===== src/rtl/mmio_port_responder_pkg.sv =====
// ============================================================================
// mmio_pkg : register offsets, STATUS bit indices and timer states shared by
//            the MMIO port responder and its bench.
// Revision : 1.0
// ============================================================================
`default_nettype none

package mmio_pkg;

    // Word offsets, compared against Address[4:2]
    localparam logic [2:0] OFF_PORT_OUT    = 3'd0;
    localparam logic [2:0] OFF_PORT_IN     = 3'd1;
    localparam logic [2:0] OFF_STATUS      = 3'd2;
    localparam logic [2:0] OFF_TIMER_LOAD  = 3'd3;
    localparam logic [2:0] OFF_TIMER_COUNT = 3'd4;
    localparam logic [2:0] OFF_TIMER_CTRL  = 3'd5;

    localparam int STATUS_TIMER_BIT = 8;

    typedef enum logic [0:0] {
        IDLE = 1'b0,
        RUN  = 1'b1
    } timer_state_t;

endpackage

`default_nettype wire


===== src/rtl/mmio_port_responder_if.sv =====
// ============================================================================
// mmio_port_responder_if : MEM-stage data bus as seen by an MMIO slave.
// Revision : 1.0
// ============================================================================
`default_nettype none

interface mmio_port_responder_if;
    logic        MemWrite;
    logic        MemRead;
    logic [31:0] Address;
    logic [31:0] WriteData;
    logic [31:0] ReadData;
    logic        Hit;

    modport master (
        output MemWrite, MemRead, Address, WriteData,
        input  ReadData, Hit
    );

    modport slave (
        input  MemWrite, MemRead, Address, WriteData,
        output ReadData, Hit
    );
endinterface

`default_nettype wire


===== src/rtl/mmio_port_responder_input_sync_edge.sv =====
// ============================================================================
// input_sync_edge : two-flop synchronizer plus history flop; flags rising
//                   edges of the synchronized value for one cycle.
// Revision : 1.0
// ============================================================================
`default_nettype none

module input_sync_edge #(
    parameter int WIDTH = 8
) (
    input  logic             clk,
    input  logic             reset,
    input  logic [WIDTH-1:0] AsyncIn,
    output logic [WIDTH-1:0] Synced,
    output logic [WIDTH-1:0] RisePulse
);

    logic [WIDTH-1:0] s1;
    logic [WIDTH-1:0] s2;
    logic [WIDTH-1:0] s3;

    always_ff @(posedge clk) begin
        if (reset) begin
            s1 <= '0;
            s2 <= '0;
            s3 <= '0;
        end else begin
            s1 <= AsyncIn;
            s2 <= s1;
            s3 <= s2;
        end
    end

    assign Synced    = s2;
    assign RisePulse = s2 & ~s3;

endmodule

`default_nettype wire


===== src/rtl/mmio_port_responder.sv =====
// ============================================================================
// mmio_port_responder : MEM-stage MMIO slave with output port, synchronized
//                       input port, sticky edge capture and reload timer.
// Revision : 1.0
// ============================================================================
`default_nettype none

module mmio_port_responder
    import mmio_pkg::*;
#(
    parameter logic [31:0] BASE_ADDR = 32'h1001_0400,
    parameter int          IN_WIDTH  = 8
) (
    input  logic                clk,
    input  logic                reset,
    mmio_port_responder_if.slave bus,
    input  logic [IN_WIDTH-1:0] PortIn,
    output logic [31:0]         PortOut,
    output logic                TimerIrq
);

    logic [IN_WIDTH-1:0] synced;
    logic [IN_WIDTH-1:0] rise_pulse;

    input_sync_edge #(.WIDTH(IN_WIDTH)) u_sync (
        .clk       (clk),
        .reset     (reset),
        .AsyncIn   (PortIn),
        .Synced    (synced),
        .RisePulse (rise_pulse)
    );

    logic [2:0]  offset;
    logic        hit;
    logic        wr_en;
    logic        rd_en;
    logic        status_clr;
    logic        ctrl_wr;
    logic        expire_evt;

    logic [31:0]         port_out;
    logic [31:0]         timer_load;
    logic [31:0]         timer_count;
    logic [IN_WIDTH-1:0] edge_flags;
    logic                timer_expired;
    timer_state_t        state;
    logic [31:0]         read_data;

    assign offset = bus.Address[4:2];
    assign hit    = (bus.Address[31:5] == BASE_ADDR[31:5]) && (bus.Address[1:0] == 2'b00);
    // A simultaneous read+write strobe is a pure write: no data, no clear-on-read
    assign wr_en  = hit && bus.MemWrite;
    assign rd_en  = hit && bus.MemRead && !bus.MemWrite;

    assign status_clr = rd_en && (offset == OFF_STATUS);
    assign ctrl_wr    = wr_en && (offset == OFF_TIMER_CTRL);
    assign expire_evt = (state == RUN) && !ctrl_wr && (timer_count == 32'd1);

    always_ff @(posedge clk) begin
        if (reset) begin
            port_out      <= '0;
            timer_load    <= '0;
            edge_flags    <= '0;
            timer_expired <= 1'b0;
        end else begin
            if (wr_en && (offset == OFF_PORT_OUT))
                port_out <= bus.WriteData;
            if (wr_en && (offset == OFF_TIMER_LOAD))
                timer_load <= bus.WriteData;
            // New events win over the clear issued in the same cycle
            edge_flags    <= (status_clr ? '0 : edge_flags) | rise_pulse;
            timer_expired <= (status_clr ? 1'b0 : timer_expired) | expire_evt;
        end
    end

    always_ff @(posedge clk) begin
        if (reset) begin
            state       <= IDLE;
            timer_count <= '0;
        end else if (ctrl_wr) begin
            if (bus.WriteData[0]) begin
                state       <= RUN;
                timer_count <= timer_load;
            end else begin
                state <= IDLE;
            end
        end else begin
            case (state)
                IDLE: timer_count <= timer_count;
                RUN: begin
                    // A zero load parks the counter at 0 forever
                    if (timer_count == 32'd1)
                        timer_count <= timer_load;
                    else if (timer_count != 32'd0)
                        timer_count <= timer_count - 32'd1;
                end
                default: state <= IDLE;
            endcase
        end
    end

    always_comb begin
        read_data = '0;
        if (rd_en) begin
            case (offset)
                OFF_PORT_OUT:    read_data = port_out;
                OFF_PORT_IN:     read_data = 32'(synced);
                OFF_STATUS: begin
                    read_data                   = 32'(edge_flags);
                    read_data[STATUS_TIMER_BIT] = timer_expired;
                end
                OFF_TIMER_LOAD:  read_data = timer_load;
                OFF_TIMER_COUNT: read_data = timer_count;
                OFF_TIMER_CTRL:  read_data = 32'(state == RUN);
                default:         read_data = '0;
            endcase
        end
    end

    assign bus.ReadData = read_data;
    assign bus.Hit      = hit;
    assign PortOut      = port_out;
    assign TimerIrq     = timer_expired;

endmodule

`default_nettype wire

===== src/flat_wrapper.sv =====
// flat-port wrapper written by rule: the top's interface ports become plain ports
module mmio_port_responder_flat import mmio_pkg::*;
#(
    parameter logic [31:0] BASE_ADDR = 32'h1001_0400,
    parameter int          IN_WIDTH  = 8
)
  (clk, reset, PortIn, PortOut, TimerIrq, bus_MemWrite, bus_MemRead, bus_Address, bus_WriteData, bus_ReadData, bus_Hit);
  mmio_port_responder_if bus_i ();
  input  logic clk;
  input  logic reset;
  input  logic [IN_WIDTH-1:0] PortIn;
  output logic [31:0] PortOut;
  output logic TimerIrq;
  input wire logic [$bits(bus_i.MemWrite)-1:0] bus_MemWrite;
  input wire logic [$bits(bus_i.MemRead)-1:0] bus_MemRead;
  input wire logic [$bits(bus_i.Address)-1:0] bus_Address;
  input wire logic [$bits(bus_i.WriteData)-1:0] bus_WriteData;
  output wire logic [$bits(bus_i.ReadData)-1:0] bus_ReadData;
  output wire logic [$bits(bus_i.Hit)-1:0] bus_Hit;
  assign bus_i.MemWrite = bus_MemWrite;
  assign bus_i.MemRead = bus_MemRead;
  assign bus_i.Address = bus_Address;
  assign bus_i.WriteData = bus_WriteData;
  assign bus_ReadData = bus_i.ReadData;
  assign bus_Hit = bus_i.Hit;
  mmio_port_responder #(.BASE_ADDR(BASE_ADDR), .IN_WIDTH(IN_WIDTH)) u_core (.clk(clk), .reset(reset), .bus(bus_i), .PortIn(PortIn), .PortOut(PortOut), .TimerIrq(TimerIrq));
endmodule

===== config.mk =====
export PLATFORM = sky130hd
export DESIGN_NAME = mmio_port_responder_flat
export DESIGN_NICKNAME = d
export VERILOG_FILES = /design/src/rtl/mmio_port_responder_pkg.sv /design/src/rtl/mmio_port_responder_if.sv /design/src/rtl/mmio_port_responder_input_sync_edge.sv /design/src/rtl/mmio_port_responder.sv /design/src/flat_wrapper.sv
export SDC_FILE = /design/constraint.sdc
export NUM_CORES = 1
export LEC_CHECK = 0
export BUFFER_PORTS_ARGS = -buffer_cell sky130_fd_sc_hd__buf_2
export CORE_UTILIZATION = 47
export CTS_CLUSTER_SIZE = 24
export DETAILED_ROUTE_END_ITERATION = 8
export GPL_ROUTABILITY_DRIVEN = 0
export GPL_TIMING_DRIVEN = 0
export HOLD_SLACK_MARGIN = 0.05
export PLACE_DENSITY = 0.71
export SKIP_LAST_GASP = 1
export SYNTH_ARGS = -nofsm -noshare
export SYNTH_HDL_FRONTEND = slang
export SYNTH_HIERARCHICAL = 1
export SYNTH_SLANG_ARGS = --single-unit

===== constraint.sdc =====
create_clock -name clk -period 3.7 [get_ports clk]
set_input_delay 0.74 -clock clk [delete_from_list [all_inputs] [get_ports clk]]
set_output_delay 0.74 -clock clk [all_outputs]
set_load 0.01 [all_outputs]

==> results of run 1 <==
[power by group]
group | internal, mW | switching (mW)
logic | 0.0614 | 0.0988
clock network | 1.02 | 0.682
registers | 1.41 | 0.00604
[state kept, by name (all words and copies together), names as in the netlist]
| name | flops |
|---|---|
| u_core/u_sync/s1 | 8 |
| u_core/TimerIrq | 1 |
| u_core/timer_count | 32 |
| u_core/state | 1 |
| u_core/edge_flags | 8 |
| u_core/timer_load | 32 |
| u_core/PortOut | 32 |
| u_core/u_sync/Synced | 8 |
| u_core/u_sync/s3 | 8 |
[how the worst max path moves through the flow]
stage / from / end / slack, ns / cells past startpoint
global route: bus_Address[11] / bus_ReadData[10] / -0.008 / 9
global placement: bus_Address[27] / bus_ReadData[1] / -0.1 / 9
CTS: bus_Address[27] / bus_ReadData[1] / 0.03 / 9
floorplan: bus_Address[3] / bus_ReadData[6] / 0.62 / 6
detailed placement: bus_Address[27] / bus_ReadData[26] / -0.05 / 9
finish: bus_Address[27] / u_core/timer_count[0]$_SDFFE_PP0P_ / 0.18 / 10
[stage by stage]
| step | cell area (sq um) | power, mW |
|---|---|---|
| 2_1_floorplan | 6500 | 1.53 |
| 3_3_place_gp | 7420 | 1.61 |
| 3_5_place_dp | 7420 | 1.61 |
| 4_1_cts | 8020 | 3.29 |
| 5_1_grt | 8030 | 3.37 |
| 6_report | 8030 | 3.28 |
[worst max-delay path, cell delays in order]
cell and delay [ns]:
buf_2 0.10, nor4b_1 0.37, nand4_1 0.25, buf_4 0.22
nor4_1 0.63, clkbuf_1 0.49, clkbuf_1 0.53, nor2_1 0.12
a311oi_1 0.28, nor3_1 0.08
[what timing repair did]
action,CTS,global route
gates resized for setup,1,8
endpoints found under the setup margin,20,30
pin swaps,0,1
setup buffers,0,1
[final cells by class]
type | count | area, sq um | area share [%]
clock inverters | 13 | 153 | 1.90
clock buffers | 18 | 439 | 5.47
repair buffers | 140 | 703 | 8.75
flip-flops and latches | 130 | 2600 | 32.4
plain buffers | 70 | 304 | 3.79
inverters | 13 | 48.8 | 0.607
well taps | 176 | 220 | 2.74
multi-input cells | 633 | 3560 | 44.3
[per-layer routing]
layer | routed length (microns) | GRT usage [%] | vias up
met1 | 8980 | 39.4 | 3285
met4 | 698 | 16.3 | 0
met3 | 1910 | 7.46 | 69
met5 | 0 | 0 | -
met2 | 9870 | 48.9 | 382
li1 | - | - | 3324
[cells by family after synthesis]
family / count (synthesis)
mux: 18
buf+inv: 83
fa+ha+maj: 3
simple gates: 376
compound gates: 236
flops: 130
[cells in the final DEF (no fill, tap or decap), types with 4 or more instances in the layout]
| master | n |
|---|---|
| nor2b_1 | 20 |
| nand4_1 | 7 |
| nor2b_2 | 14 |
| a31oi_1 | 4 |
| a221oi_1 | 8 |
| o32ai_1 | 15 |
| nand2b_1 | 6 |
| nor3_1 | 13 |
| clkbuf_16 | 17 |
| nand3_1 | 6 |
| inv_1 | 13 |
| o21a_1 | 4 |
| a211oi_1 | 4 |
| buf_2 | 141 |
| o22a_1 | 5 |
| dfxtp_1 | 130 |
| or3_1 | 11 |
| mux4_2 | 4 |
| nand2_1 | 154 |
| nor4_1 | 20 |
| clkbuf_2 | 4 |
| clkinv_4 | 4 |
| a22oi_1 | 23 |
| and2b_1 | 4 |
| a21oi_1 | 135 |
| buf_6 | 4 |
| clkbuf_1 | 57 |
| a2111oi_2 | 4 |
| nor2_1 | 95 |
| mux2i_1 | 13 |
| o21ai_0 | 9 |
| or4_1 | 6 |
| o21ai_1 | 6 |
| nor4b_1 | 5 |
==> run summary, run 1 <==
Outcome: finished clean
Post-synthesis mux area share: 3.56%
Cell with the most instances after synthesis: nand2_1
Reg2Reg Setup Slack: 0.29 ns
Avg Cell Area, Syn: 7.69 sq um
Detailed Routing Iterations Pass 1: 6
Unrepaired setup endpoints after global routing: true
Final worst-path setup slack: 0.181 ns
Port buffer count: 139
Die area: 14300 sq um
Pre-CTS setup slack: -0.0514 ns
Hold crit path type: reg -> reg
Reg2Reg Depth: 8
Top_reg_cell synth: dfxtp_1
Tot GR Track Use: 31.1%
Die span in x: 120 microns
Reg2reg start: u_core/timer_count[4]$_SDFFE_PP0P_
Maximum clock insertion buffer count: 2
Crit path arrival time: 3.81 ns
Reg2Reg Capture Point: u_core/timer_count[10]$_SDFFE_PP0P_
Post-synthesis compound-gate area fraction: 22.7%
Final count of pins violating max slew: 0
Setup-failing EPs final: 0
# hold bufs at CTS: 0
Post-synthesis cell count: 846
Final Net Count: 1084
Share of layout cells above drive strength 1: 21.2%
# DRC: 0
Most instantiated cells after synthesis: 154 x nand2_1, 135 x a21oi_1, 130 x dfxtp_1, 96 x nor2_1, 60 x clkbuf_1
Yosys reg bits: 130
Synth async-reset ratio: 0%
Final period util: 95.1%
Placed Cells: 1161
Final setup skew: 0.00889 ns
Hold path cells: 1
Worst Path Max Fanout: 10
Pwr dens: 408 nW/um^2
CTS H-Tree Depth: 4
Routed len/inst: 18.0 microns
Number of max-cap violations: 0
CTS Buf Count: 17
Slew @ Worst Pin: 0.830 ns
Crit. End Element: flip-flop
Number of global-route vias before repair: 6663
Initial antenna violation count: 0
Worst path required time: 4.00 ns
Synth Area in XOR/XNOR: 0%
Synth top area share: 40.0%
Largest net degree at the start of global routing: 17
Area growth, synth to finish: 23.5%
Post-route ant nets: 0
Hold Path End: u_core/u_sync/Synced[7]$_SDFF_PP0_
Max_slew headroom: 43.9%
Min cycle time layout: 3.52 ns
Min-delay src: u_core/u_sync/s1[7]$_SDFF_PP0_
Count of flip-flops with a built-in enable after synthesis: 0
Fin util: 60.2%
Post-DP HPWL: 15200 microns
Max Clk Rate: 284 MHz
CTS sink cnt: 130
Die height: 120 microns
Core area: 13300 sq um
Endpoints failing hold: 0
First-pass GRT wire length: 34300 microns
Drt total wl: 21500 microns
Vias: 7060
Synth top area cells: dfxtp_1 40%, a21oi_1 10%, nand2_1 8.9%
CTS tree: built
Lkg Pwr: 3.18 nW
Fin Hold WS: 0.432 ns
Netlist Area Pre-Place: 6500 sq um
Syn nets: 925
Reg clk slew, reported paths: 0.06 ns
Adder-cell share of the synthesized area: 0.577%
Crit start category: input port
Fin cells: 1193
Setup Crit Path Kind: in -> reg
Clock Latency Late Sink: 0.44 ns
Synthesis Warnings: 6
Simple-gate share of the synthesized area: 27.8%
TNS Setup: 0 ns
Yosys cell types: 58
Layout filler cell count: 1238
Largest family of logic cells by synthesized area: simple AND/OR/NAND/NOR gates
GRT overflow: 0
# diodes: 0
Cell taking the most area after synthesis: dfxtp_1
Initial Utilization: 48.7%
IO Count: 142
Peak supply drop: 0.352 mV
Initial DRC count: 740
Num rows: 42
CTS Root Cell: clkbuf_16
Post-synthesis sequential area ratio: 40.0%
DR vias/cell: 5.92
Note: power is estimated with default switching activity, not from simulation.
==> run 2: changes to the inputs <==
--- a/config.mk
+++ b/config.mk
@@ -12,7 +12,7 @@
 export GPL_ROUTABILITY_DRIVEN = 0
 export GPL_TIMING_DRIVEN = 0
 export HOLD_SLACK_MARGIN = 0.05
-export PLACE_DENSITY = 0.71
+export PLACE_DENSITY = 0.77
 export SKIP_LAST_GASP = 1
 export SYNTH_ARGS = -nofsm -noshare
 export SYNTH_HDL_FRONTEND = slang
==> run 2 against run 1 <==
Effect of this change: the flow now finishes with violations (DRC); critical path depth is 1 lower; wire length shrank 2.0%; cell count is the same; clock power shrank 8%; via count shrank 0.37%; design area shrank 0.75%; die area is the same; first-iteration DRC count rose by 11%; critical path type is now in -> out; largest cell class unchanged; largest power group unchanged; highest routed layer unchanged.
==> run summary, run 2 (synthesized netlist as in run 1, its figures left out) <==
Drt total wl: 21000 microns
Setup Crit Path Kind: in -> out
Number of max-cap violations: 0
Area growth, synth to finish: 22.6%
Final Net Count: 1083
Final setup skew: 0.00600 ns
CTS Buf Count: 17
TNS Setup: 0 ns
CP top delay family: simple AND/OR/NAND/NOR gates
Clock Latency Late Sink: 0.42 ns
Post-route ant nets: 0
Leading cell type in the layout, fill and taps excluded: nand2_1
Setup-failing EPs final: 0
CTS H-Tree Depth: 4
GRT overflow: 0
Reg clk slew, reported paths: 0.06 ns
Peak supply drop: 0.321 mV
IO Count: 142
Count of buffer and inverter cells on the critical path: 3
Max Clk Rate: 283 MHz
Crit. End Element: output pin
Hold crit path type: reg -> reg
Detailed Routing Iterations Pass 1: 8
Min cycle time layout: 3.54 ns
Lkg Pwr: 3.15 nW
Die height: 120 microns
First-pass GRT wire length: 33700 microns
Failing checks: DRC
Most used cell, CP: buf_2
Initial DRC count: 822
Worst path required time: 2.96 ns
CTS Root Cell: clkbuf_16
CTS sink cnt: 130
# hold bufs at CTS: 0
Routed len/inst: 17.6 microns
DR vias/cell: 5.90
Critical Path, Cell by Cell: buf_2, nor4b_1, nand4_1, nor2_2, nand3_1, a21o_1, clkbuf_1, nor2_1, buf_2
# DRC: 1
Number of global-route vias before repair: 6518
Largest net degree at the start of global routing: 17
Initial Utilization: 48.7%
Outcome: finished, violations left
Worst path slowest cell: nor2_2
Reg2Reg Setup Slack: 0.26 ns
Fin Hold WS: 0.434 ns
Vias: 7034
Maximum clock insertion buffer count: 2
Final period util: 95.6%
Initial antenna violation count: 0
Post-DP HPWL: 15100 microns
Share of layout cells above drive strength 1: 21.0%
CP peak stage delay: 0.31 ns
Num rows: 42
Crit start category: input port
Die area: 14300 sq um
Port buffer count: 139
Crit path arrival time: 2.80 ns
Die span in x: 120 microns
Tot GR Track Use: 29.9%
Core area: 13300 sq um
Max_slew headroom: 46.2%
Slew @ Worst Pin: 0.799 ns
# diodes: 0
Final count of pins violating max slew: 0
Commonest non-fill, non-tap cells in the layout: 154 x nand2_1, 141 x buf_2, 135 x a21oi_1, 130 x dfxtp_1, 95 x nor2_1
Worst Path Max Fanout: 10
CTS tree: built
Pwr dens: 394 nW/um^2
Unrepaired setup endpoints after global routing: false
Endpoints failing hold: 0
-- run 2: changes by cell type in the layout (fill, tap and decap cells not counted) --
| cell | before | now |
|---|---|---|
| clkbuf_1 | 57 | 59 |
| nor2_4 | 1 | 0 |
| nor2_2 | 0 | 1 |
| inv_8 | 1 | 0 |
| clkbuf_2 | 4 | 3 |
| clkbuf_8 | 1 | 0 |
| clkinv_4 | 4 | 2 |
| inv_6 | 3 | 9 |
| buf_4 | 2 | 1 |
| bufinv_16 | 2 | 0 |
-- run 2: per-stage QoR --
stage / cells / utilization [%] / power (mW) / area, sq um / worst slack (ns)
final: 1193 / 59.7 / 3.14 / 7970 / 0.162
after floorplan: 846 / - / 1.53 / 6500 / 0.617
after global routing: 1193 / 59.7 / 3.24 / 7970 / 0.00717
after detailed placement: 1161 / 55.6 / 1.61 / 7420 / 0.0916
after CTS: 1193 / 59.7 / 3.15 / 7970 / 0.0790
after global placement: 1161 / 55.6 / 1.60 / 7420 / 0.102
-- run 2: where the power goes --
| part | internal, mW | switching [mW] | total (mW) |
|---|---|---|---|
| Combinational | 0.0613 | 0.0988 | 0.160 |
| Clock | 0.875 | 0.685 | 1.56 |
| Sequential | 1.41 | 0.00592 | 1.42 |
-- run 2: routing by layer --
layer  track usage (%)  up-vias  share of wire, %
met5                 0        -                 0
met4              12.8        0               3.0
met3              5.85       62                10
met2              47.7      446                45
met1              39.3     3205                41
li1                  -     3321                 -
-- run 2: area by class of cell --
class / instances / area [sq um]
fill: 1211 / 5380
tap: 176 / 220
buffer: 70 / 303
timing repair buffer: 139 / 696
multi-input combinational: 633 / 3560
inverter: 13 / 48.8
clock buffer: 18 / 429
sequential: 130 / 2600
clock inverter: 14 / 116
-- run 2: final timing paths --
check                                           from                                  end  cells past startpoint
setup / recovery                      bus_Address[8]                     bus_ReadData[26]                      9
hold / removal        u_core/u_sync/s1[7]$_SDFF_PP0_   u_core/u_sync/Synced[7]$_SDFF_PP0_                      1
setup reg to reg  u_core/timer_count[4]$_SDFFE_PP0P_  u_core/timer_count[28]$_SDFFE_PP0P_                      8
hold reg to reg       u_core/u_sync/s1[7]$_SDFF_PP0_   u_core/u_sync/Synced[7]$_SDFF_PP0_                      1
-- run 2: timing repair --
action	4_1_cts	5_1_grt
hold endpoints to repair	0	0
gates resized for setup	0	6
setup endpoints to repair	0	26
buffers inserted	0	0
